File: config.mk
export PLATFORM = sky130hd
export DESIGN_NAME = zece_exec_unit
export DESIGN_NICKNAME = d
export VERILOG_FILES = /design/src/rtl/zece_pkg.sv /design/src/rtl/zece_down_counter.sv /design/src/rtl/zece_exec_unit.sv
export SDC_FILE = /design/constraint.sdc
export NUM_CORES = 1
export LEC_CHECK = 0
export BUFFER_PORTS_ARGS = -buffer_cell sky130_fd_sc_hd__buf_2
export CAP_MARGIN = 20
export CORE_MARGIN = 4
export CORE_UTILIZATION = 50
export CTS_CLUSTER_SIZE = 24
export DETAILED_ROUTE_END_ITERATION = 8
export HOLD_SLACK_MARGIN = 0.05
export PLACE_DENSITY = 0.79
export SETUP_SLACK_MARGIN = 0.05
export SLEW_MARGIN = 20
export SYNTH_ARGS = -nofsm -noshare
export SYNTH_HDL_FRONTEND = slang
export SYNTH_SLANG_ARGS = --single-unit
File: constraint.sdc
create_clock -name clk -period 3 [get_ports clk]
set_input_delay 0.6 -clock clk [delete_from_list [all_inputs] [get_ports clk]]
set_output_delay 0.6 -clock clk [all_outputs]
set_load 0.005 [all_outputs]
File: src/rtl/zece_pkg.sv
// ============================================================================
//  Module      : zece_pkg
//  Description : Shared constants, types and helpers for the zece exec unit.
//  Revision    : 1.0 - initial release
// ============================================================================
`default_nettype none

package zece_pkg;

    localparam int NUM_T = 9;
    localparam int T1 = 1;
    localparam int T2 = 2;
    localparam int T3 = 3;
    localparam int T4 = 4;
    localparam int T5 = 5;
    localparam int T6 = 6;
    localparam int T7 = 7;
    localparam int T8 = 8;
    localparam int T9 = 9;

    localparam int W_DEF        = 8;
    localparam int CNT_W_DEF    = 4;
    localparam int CNT_INIT_DEF = 8;

    localparam int FLAG_X = 0;
    localparam int FLAG_Y = 1;

    typedef enum logic [2:0] {
        A_HOLD     = 3'd0,
        A_CLR      = 3'd1,
        A_LOAD     = 3'd2,
        A_ADD      = 3'd3,
        A_SUB      = 3'd4,
        A_CONFLICT = 3'd5
    } a_op_e;

    // Signed overflow from operand/result sign bits only, so width-agnostic.
    function automatic logic add_ovf(input logic sa, input logic sb, input logic sr);
        return (sa == sb) && (sr != sa);
    endfunction

    function automatic logic sub_ovf(input logic sa, input logic sb, input logic sr);
        return (sa != sb) && (sr != sa);
    endfunction

endpackage

`default_nettype wire

File: src/rtl/zece_down_counter.sv
// ============================================================================
//  Module      : zece_down_counter
//  Description : Saturating down counter with load; zero flag feeds the y output.
//  Revision    : 1.0 - initial release
// ============================================================================
`default_nettype none

module zece_down_counter #(
    parameter int CNT_W    = 4,
    parameter int CNT_INIT = 8
) (
    input  logic clk,
    input  logic res,
    input  logic load_i,
    input  logic dec_i,
    output logic zero_o
);

    logic [CNT_W-1:0] cnt_q;
    logic [CNT_W-1:0] cnt_d;

    always_comb begin
        cnt_d = cnt_q;
        if (load_i) begin
            cnt_d = CNT_W'(CNT_INIT);
        end else if (dec_i && (cnt_q != '0)) begin
            cnt_d = cnt_q - 1'b1;
        end
    end

    always_ff @(posedge clk or posedge res) begin
        if (res) begin
            cnt_q <= '0;
        end else begin
            cnt_q <= cnt_d;
        end
    end

    assign zero_o = (cnt_q == '0);

endmodule

`default_nettype wire

File: src/rtl/zece_exec_unit.sv
// ============================================================================
//  Module      : zece_exec_unit
//  Description : Datapath executing microop strobes t1..t9 on A, B and C.
//                Optional signed-overflow flag enabled by macro OVF_DETECT_EN.
//  Revision    : 1.0 - initial release
// ============================================================================
`default_nettype none

module zece_exec_unit
    import zece_pkg::*;
#(
    parameter int W        = W_DEF,
    parameter int CNT_W    = CNT_W_DEF,
    parameter int CNT_INIT = CNT_INIT_DEF
) (
    input  logic         clk,
    input  logic         res,
    input  logic         t1,
    input  logic         t2,
    input  logic         t3,
    input  logic         t4,
    input  logic         t5,
    input  logic         t6,
    input  logic         t7,
    input  logic         t8,
    input  logic         t9,
    input  logic [W-1:0] a_in,
    input  logic [W-1:0] b_in,
    output logic         x,
    output logic         y,
    output logic [W-1:0] result,
    output logic         result_valid,
    output logic         illegal_op,
    output logic         ovf
);

    logic [NUM_T:1] w_t;
    logic [W-1:0]   a_q, a_d;
    logic [W-1:0]   b_q, b_d;
    logic [W-1:0]   res_q, res_d;
    logic           valid_q, valid_d;
    logic           ill_q, ill_d;
    logic [W-1:0]   w_sum, w_diff;
    logic           w_zero;
    logic [1:0]     w_flags;
    a_op_e          a_op;

    assign w_t    = {t9, t8, t7, t6, t5, t4, t3, t2, t1};
    assign w_sum  = a_q + b_q;
    assign w_diff = a_q - b_q;

    // t1 and t5 together are a conflict: A holds and illegal_op pulses.
    always_comb begin
        a_op = A_HOLD;
        if (w_t[T6]) begin
            a_op = A_CLR;
        end else if (w_t[T7]) begin
            a_op = A_LOAD;
        end else if (w_t[T1] && w_t[T5]) begin
            a_op = A_CONFLICT;
        end else if (w_t[T1]) begin
            a_op = A_ADD;
        end else if (w_t[T5]) begin
            a_op = A_SUB;
        end
    end

    always_comb begin
        a_d = a_q;
        case (a_op)
            A_CLR:   a_d = '0;
            A_LOAD:  a_d = a_in;
            A_ADD:   a_d = w_sum;
            A_SUB:   a_d = w_diff;
            default: a_d = a_q;
        endcase
    end

    always_comb begin
        b_d = b_q;
        if (w_t[T8]) begin
            b_d = b_in;
        end else if (w_t[T4]) begin
            b_d = {b_q[W-2:0], 1'b0};
        end
    end

    always_comb begin
        res_d   = w_t[T3] ? a_q : res_q;
        valid_d = valid_q;
        if (w_t[T3]) begin
            valid_d = 1'b1;
        end else if (w_t[T7]) begin
            valid_d = 1'b0;
        end
        ill_d = (a_op == A_CONFLICT);
    end

    always_ff @(posedge clk or posedge res) begin
        if (res) begin
            a_q     <= '0;
            b_q     <= '0;
            res_q   <= '0;
            valid_q <= 1'b0;
            ill_q   <= 1'b0;
        end else begin
            a_q     <= a_d;
            b_q     <= b_d;
            res_q   <= res_d;
            valid_q <= valid_d;
            ill_q   <= ill_d;
        end
    end

`ifdef OVF_DETECT_EN
    logic ovf_q, ovf_d;
    logic w_ovf_set;

    assign w_ovf_set = ((a_op == A_ADD) && add_ovf(a_q[W-1], b_q[W-1], w_sum[W-1])) ||
                       ((a_op == A_SUB) && sub_ovf(a_q[W-1], b_q[W-1], w_diff[W-1]));

    always_comb begin
        ovf_d = ovf_q;
        if (w_ovf_set) begin
            ovf_d = 1'b1;
        end else if (w_t[T7]) begin
            ovf_d = 1'b0;
        end
    end

    always_ff @(posedge clk or posedge res) begin
        if (res) begin
            ovf_q <= 1'b0;
        end else begin
            ovf_q <= ovf_d;
        end
    end

    assign ovf = ovf_q;
`else
    assign ovf = 1'b0;
`endif

    zece_down_counter #(
        .CNT_W    (CNT_W),
        .CNT_INIT (CNT_INIT)
    ) u_counter (
        .clk    (clk),
        .res    (res),
        .load_i (w_t[T9]),
        .dec_i  (w_t[T2]),
        .zero_o (w_zero)
    );

    assign w_flags[FLAG_X] = a_q[W-1];
    assign w_flags[FLAG_Y] = w_zero;

    assign x            = w_flags[FLAG_X];
    assign y            = w_flags[FLAG_Y];
    assign result       = res_q;
    assign result_valid = valid_q;
    assign illegal_op   = ill_q;

endmodule

`default_nettype wire
# Yosys cells after proc, flatten, opt, wreduce, memory -nomap -nowiden

Cells that the tools add are included.

Register bits after elaboration: 30
Bits of input ports: 27
Output and inout bits: 13
Word-level logic and storage cells: 34

Add/subtract/negate cells: 3
Equal/unequal tests: 5
Mux-type cells: 12
Reductions and logical operators: 8

Operator list:

| operator                                                              | number |
|---|---|
| 8-bit one-hot mux with 4 select lines                                 | 1 |
| 8-bit 2-to-1 mux                                                      | 2 |
| 3-bit 2-to-1 mux                                                      | 5 |
| 8-bit adder                                                           | 1 |
| 4-bit 2-to-1 mux                                                      | 2 |
| 4-bit nonzero test                                                    | 2 |
| 8-bit subtractor                                                      | 1 |
| 3-bit by 2-bit equality test with 1-bit output, second input constant | 2 |
| 3-bit equality test, second input constant                            | 2 |
| 2-bit nonzero test                                                    | 3 |
| 4-bit logical NOT                                                     | 1 |
| 4-bit by 1-bit subtractor with 4-bit output, second input constant    | 1 |
| 3-bit by 1-bit equality test with 1-bit output, second input constant | 1 |
| 1-bit logical AND                                                     | 2 |
| 1-bit 2-to-1 mux                                                      | 2 |

# Depth between registers and ports, before layout

Gate-level depths: netlist (run 1).

Depth in word-level cells: 7
Gate-level depth with buffers: 11
Depth with buffers taken out: 11

# By module

Synthesis (run 1) repeated with hierarchy kept, for this count alone.

Cell total of the unflattened synthesis: 178
Area total of the unflattened synthesis: 1,801.7 µm²

By module, submodules not included:

| module            | instances | cells each | area each (µm²) | sequential area each (µm²) |
|---|---|---|---|---|
| zece_exec_unit    | 1         | 155        | 1,575.3         | 650.6 |
| zece_down_counter | 1         | 23         | 226.5           | 100.1 |

# Worst setup path before layout (run 1)

Ideal clock, no wire load.

Path kind: input -> register
From: input t6
To: register a_q[4]
Arrival: 2.447 ns
Path slack: 0.426 ns
Stages on the path: 8
Path buffers: 0
Cells stage by stage: nor4b_4 mux2_2 fa_1 nor2b_1 o31a_1 a21oi_1 a222oi_1 inv_1

Longest elaborated chain between the ends: 3
Elaborated cells between the ends (all ways): 7
Classes of those cells: 4 x eq/ne; 2 x mux; 1 x reduce/logical

RTL lines:

| item                                                                        | line                  | text |
|---|---|---|
| from (decl)                                                                 | zece_exec_unit.sv:23  | `input logic t6,` |
| 3-bit 2-to-1 mux (*)                                                        | zece_exec_unit.sv:55  | `if (w_t[T6]) begin` |
| 3-bit equality test, or another cell as far along                           | zece_exec_unit.sv:70  | `case (a_op)` |
| 8-bit one-hot mux with 4 select lines or 4-bit nonzero test (tied branches) | -                     |  |
| to (signal assigned)                                                        | zece_exec_unit.sv:101 | `a_q <= '0;` |
| to (signal assigned)                                                        | zece_exec_unit.sv:107 | `a_q <= a_d;` |
| to (decl)                                                                   | zece_exec_unit.sv:38  | `logic [W-1:0] a_q, a_d;` |

Mark *: on every way between the ends. The rest lies on a longest branch, timed or not.
A chain may end at the register's enable or synchronous reset.

# Worst setup path in the final report (run 1)

Ends and elaborated chain as after synthesis.

==> flow_metrics.env, run 1 <==
export IMPL_place_gp_congestion=0.786
export IMPL_yosys_register_bits=30
export IMPL_cpPeakStageDelay_ns=0.44
export IMPL_syn_mean_instance_area_um2=10.3
export IMPL_vias_per_cell=5.23
export IMPL_multiInputGateArea_um2=931
export IMPL_area_growth_pct=17.6
export IMPL_syn_inst=171
export IMPL_gr_total_overflow=0
export IMPL_synth_edff_count=0
export IMPL_finalSetupTns_ns=0
export IMPL_synthMuxAreaShare_pct=9.78
export IMPL_die_area_mm2=0.00452
export IMPL_rsz0062_at_grt="false"
export IMPL_synth_xor_area_share_pct=7.49
export IMPL_drtIter0Drc=85
export IMPL_wl_mm=3.50
export IMPL_layout_nets=252
export IMPL_startpoint_type="input port"
export IMPL_grt_use_total_pct=17.9
export IMPL_vdd_drop_max_mv=0.267
export IMPL_min_path_type="input port to asynchronous set/reset pin"
export IMPL_maxSlewViolCount=0
export IMPL_grt_max_degree=31
export IMPL_synth_adder_area_share_pct=8.28
export IMPL_row_count=21
export IMPL_synth_simple_area_share_pct=11.8
export IMPL_drc=0
export IMPL_endpoint_kind="register"
export IMPL_cts_hold_buf=0
export IMPL_power_density_mw_per_mm2=540
export IMPL_final_cell_mix="buf_2, dfrtp_1, o21ai_0"
export IMPL_synth_main_ff_cell="dfrtp_1"
export IMPL_cts_resized=0
export IMPL_path_clk_slew_ns=0.09
export IMPL_async_flop_share_pct=100
export IMPL_cp_arrival_ns=2.71
export IMPL_port_buffers=38
export IMPL_worstPathRequired_ns=3.22
export IMPL_cp_cell_sequence="buf_2, nor4b_4, mux2_2, fa_1, nor2b_1, o31a_1, a21oi_1, a222oi_1, inv_1"
export IMPL_cts_tree="done"
export IMPL_synth_top_family_by_area="compound AO/OA/AOI/OAI gates"
export IMPL_final_antenna_net_count=0
export IMPL_die_h_um=67.2
export IMPL_die_x_um=67.2
export IMPL_cts_buffers=5
export IMPL_final_setup_worst_slack_ns=0.507
export IMPL_skew_ns=0.00383
export IMPL_power_leakage_nw=1.01
export IMPL_ioPinCount=40
export IMPL_fmax_mhz=401
export IMPL_status="finished clean"
export IMPL_place_ws_ns=0.173
export IMPL_seq_area_frac_synth_pct=42.8
export IMPL_critPathKind="input port to register"
export IMPL_insertedDiodeCount=0
export IMPL_antenna_found_initial=0
export IMPL_ys_warn_count=0
export IMPL_cts_sinks=30
export IMPL_start_util_pct=52.1
export IMPL_post_cts_setup_buffer_count=0
export IMPL_vias=1364
export IMPL_slew_headroom_pct=54.6
export IMPL_coreArea_mm2=0.00336
export IMPL_netlist_area_mm2=0.00175
export IMPL_reg2reg_depth=9
export IMPL_setup_viol=0
export IMPL_post_route_period_util_pct=83.1
export IMPL_grt_pass1_vias=1348
export IMPL_max_clock_path_buffers=2
export IMPL_fill_cells=305
export IMPL_dp_hpwl_mm=2.72
export IMPL_period_needed_ns=2.49
export IMPL_grt_pass1_wl_mm=6.07
export IMPL_finalPower_mw=1.11
export IMPL_htree_levels=2
export IMPL_synth_cell_types=38
export IMPL_drt_first_pass_iters=4
export IMPL_cp_slowest_cell="fa_1"
export IMPL_synth_nets=209
export IMPL_root_buffer="clkbuf_4"
export IMPL_maxCapViolations=0
export IMPL_tightest_slew_ns=0.678
export IMPL_hold_viol=0
export IMPL_ff_latch_area_um2=751
export IMPL_layout_commonest_cell="buf_2"
export IMPL_path_max_fanout=5
export IMPL_avgRoutedWirePerCell_um=13.4
export IMPL_synth_compound_area_share_pct=15.5
export IMPL_clk_latency_ns=0.33
export IMPL_drive_gt1_share_pct=29.3
-- stage by stage --
stage	area (um2)	util [%]	instances	hold WS (ns)
global route	2060	61.3	261	0.363
finish	2060	61.3	261	0.320
CTS	2060	61.3	261	0.326
floorplan	1750	-	171	0.474
global placement	2000	59.5	253	0.457
detailed placement	2000	59.5	253	0.464
-- power by group --
group          internal, mW  switching (mW)
logic                 0.183           0.172
registers             0.457          0.0501
clock network         0.113           0.138
total                 0.753           0.360
-- cells in the mapped netlist (2+ instances only) --
library cell	count	area, um2
dfrtp_1	30	751
o21ai_0	15	75.1
inv_1	13	48.8
xnor2_1	12	105
nand2_1	11	41.3
nor2_1	11	41.3
ha_1	10	125
mux2_2	9	101
a21oi_1	8	40.0
mux2i_1	7	70.1
a22oi_1	5	37.5
clkbuf_1	4	15.0
nor3_1	4	20.0
nand2b_1	3	18.8
xor2_1	3	26.3
a21o_1	2	15.0
and3_1	2	12.5
nor2b_1	2	12.5
-- cell type report --
cell class	count	share of cell area, %
Multi-Input combinational cell	123	45.2
Timing Repair Buffer	41	10.3
Clock inverter	1	0.243
Sequential cell	30	36.4
Clock buffer	7	2.67
Tap cell	46	2.79
Inverter	13	2.37
-- worst max-delay path: cells and delay by family --
kind            cells  cell delay [ns]
compound gates      3             0.47
fa+ha+maj           1             0.44
buf+inv             2             0.20
mux                 1             0.41
simple gates        2             0.60
-- logic make-up (layout without fill, tap and decap cells) --
group	count (synthesis)	in the layout
fa+ha+maj	11	11
mux	16	16
other cells	1	1
flops	30	30
xor+xnor	15	15
compound gates	42	42
buf+inv	18	62
simple gates	38	38
-- metal layers --
layer	track usage, %	wire length, um
met1	24.6	1640
met2	27.5	1540
met3	3.66	256
met4	7.59	68
met5	0	0
-- registers in the layout, indices dropped and copies added (netlist names) --
| name | flops |
|---|---|
| u_counter.cnt_q | 4 |
| a_q | 8 |
| result_valid | 1 |
| illegal_op | 1 |
| b_q | 8 |
| result | 8 |
-- worst paths after layout --
check | startpoint | to | slack [ns]
hold / removal | res | b_q[4] | 0.32
max in group asynchronous | res | a_q[4] | 2.41
setup / recovery | t6 | a_q[4] | 0.51
setup reg to reg | b_q[0] | a_q[4] | 0.59
hold reg to reg | result_valid | result_valid | 0.48
min in group clk | t9 | u_counter.cnt_q[0] | 0.47
(Power assumes the default switching activity.)
==> run 2: changes to the inputs <==
Clock period 3 ns to 2.4 ns, I/O delays scaled along.
==> run 2 against run 1 <==
Combinational power up 51%. Critical path depth up 3. Power up 32%. Sequential power up 24%. Highest routed layer unchanged. Largest power group unchanged.
==> flow_metrics.env, run 2 (synthesized netlist as in run 1, its figures left out) <==
export IMPL_postPlaceCellArea_mm2=0.00210
export IMPL_max_clock_path_buffers=2
export IMPL_stdcell_area_mm2=0.00222
export IMPL_grt_max_degree=31
export IMPL_reg2reg_depth=11
export IMPL_final_antenna_net_count=0
export IMPL_row_count=21
export IMPL_power_density_mw_per_mm2=662
export IMPL_maxCapViolations=0
export IMPL_final_setup_worst_slack_ns=0.116
export IMPL_tightest_slew_ns=0.632
export IMPL_power_leakage_nw=1.09
export IMPL_layout_nets=267
export IMPL_final_cell_mix="buf_2, dfrtp_1, buf_4"
export IMPL_insertedDiodeCount=0
export IMPL_die_x_um=67.2
export IMPL_avgRoutedWirePerCell_um=13.2
export IMPL_gr_total_overflow=0
export IMPL_worstPathRequired_ns=2.62
export IMPL_wl_mm=3.64
export IMPL_grt_pass1_wl_mm=6.07
export IMPL_startpoint_type="input port"
export IMPL_period_needed_ns=2.28
export IMPL_coreArea_mm2=0.00336
export IMPL_cts_sinks=30
export IMPL_cts_tree="done"
export IMPL_slew_headroom_pct=57.7
export IMPL_post_route_period_util_pct=95.2
export IMPL_dp_hpwl_mm=2.84
export IMPL_setup_viol=0
export IMPL_clk_latency_ns=0.33
export IMPL_cp_cell_sequence="buf_4, nor4b_4, buf_6, nor2_2, xnor2_1, ha_2, o211ai_1, a21o_1, a32oi_2, xnor2_1, a221oi_2, a21oi_1"
export IMPL_fill_cells=305
export IMPL_rsz0062_at_grt="true"
export IMPL_place_ws_ns=-0.187
export IMPL_critPathKind="input port to register"
export IMPL_cpPeakStageDelay_ns=0.31
export IMPL_cp_arrival_ns=2.50
export IMPL_maxSlewViolCount=0
export IMPL_drc=0
export IMPL_path_clk_slew_ns=0.09
export IMPL_status="finished clean"
export IMPL_area_growth_pct=26.6
export IMPL_root_buffer="clkbuf_4"
export IMPL_port_buffers=38
export IMPL_drtIter0Drc=76
export IMPL_min_path_type="input port to asynchronous set/reset pin"
export IMPL_cp_slowest_cell="ha_2"
export IMPL_cpMostUsedCell="xnor2_1"
export IMPL_die_area_mm2=0.00452
export IMPL_skew_ns=0.00896
export IMPL_hold_viol=0
export IMPL_vias_per_cell=5.18
export IMPL_start_util_pct=52.1
export IMPL_fmax_mhz=438
export IMPL_finalPower_mw=1.47
export IMPL_htree_levels=2
export IMPL_antenna_found_initial=0
export IMPL_vdd_drop_max_mv=0.387
export IMPL_grt_pass1_vias=1363
export IMPL_path_max_fanout=5
export IMPL_grt_use_total_pct=18.1
export IMPL_vias=1431
export IMPL_drt_first_pass_iters=5
export IMPL_endpoint_kind="register"
export IMPL_cts_buffers=5
export IMPL_place_gp_congestion=0.846
export IMPL_ioPinCount=40
export IMPL_die_h_um=67.2
export IMPL_layout_commonest_cell="buf_2"
export IMPL_drive_gt1_share_pct=38.3
[run 2: report_power, final]
part / leakage (nW) / switching, mW / internal (mW)
registers: 0.378 / 0.0586 / 0.572
logic: 0.674 / 0.242 / 0.293
clock network: 0.0353 / 0.161 / 0.142
[run 2: repair_timing]
item                                    CTS  global route
gates resized for setup                   0            13
hold buffers                              0             0
endpoints found under the hold margin     0             0
endpoints found under the setup margin    0             3
buffers inserted                          0             2
[run 2: worst max-delay path: cells and delay by family]
kind	cells	cell delay, ns
AOI/OAI and AO/OA	5	0.77
adders and majority gates	1	0.31
buffers and inverters	2	0.28
and+or+nand+nor	2	0.31
xor gates and xnor gates	2	0.34
[run 2: path summary, 6_finish.rpt]
check | start | slack (ns) | endpoint
setup / recovery | t7 | 0.12 | a_q[7]
hold / removal | res | 0.20 | b_q[7]
max in group asynchronous | res | 1.91 | b_q[1]
hold reg to reg | result_valid | 0.49 | result_valid
setup reg to reg | b_q[0] | 0.14 | a_q[7]
min in group clk | t9 | 0.35 | u_counter.cnt_q[0]
[run 2: metal layers]
metal	track usage [%]	up-vias	share of wire (%)
li1	-	719	-
met1	21.9	660	43
met2	29.9	44	48
met3	5.49	8	7.2
met4	7.09	0	1.8
met5	0	-	0
[run 2: cell type report]
type	count	area [um2]	area share (%)
Sequential cell	30	753	33.9
Tap cell	46	57.6	2.59
Multi-Input combinational cell	123	968	43.6
Timing Repair Buffer	56	332	14.9
Clock inverter	1	5.00	0.225
Clock buffer	7	55.1	2.48
Inverter	13	48.8	2.20
[run 2: through the flow]
stage | setup TNS, ns | hold WS (ns) | std cells | util, %
floorplan | 0 | 0.474 | 171 | -
global placement | -0.337 | 0.457 | 266 | 62.6
detailed placement | -0.508 | 0.482 | 266 | 62.6
CTS | 0 | 0.203 | 274 | 64.4
global route | 0 | 0.240 | 276 | 66.0
finish | 0 | 0.202 | 276 | 66.0
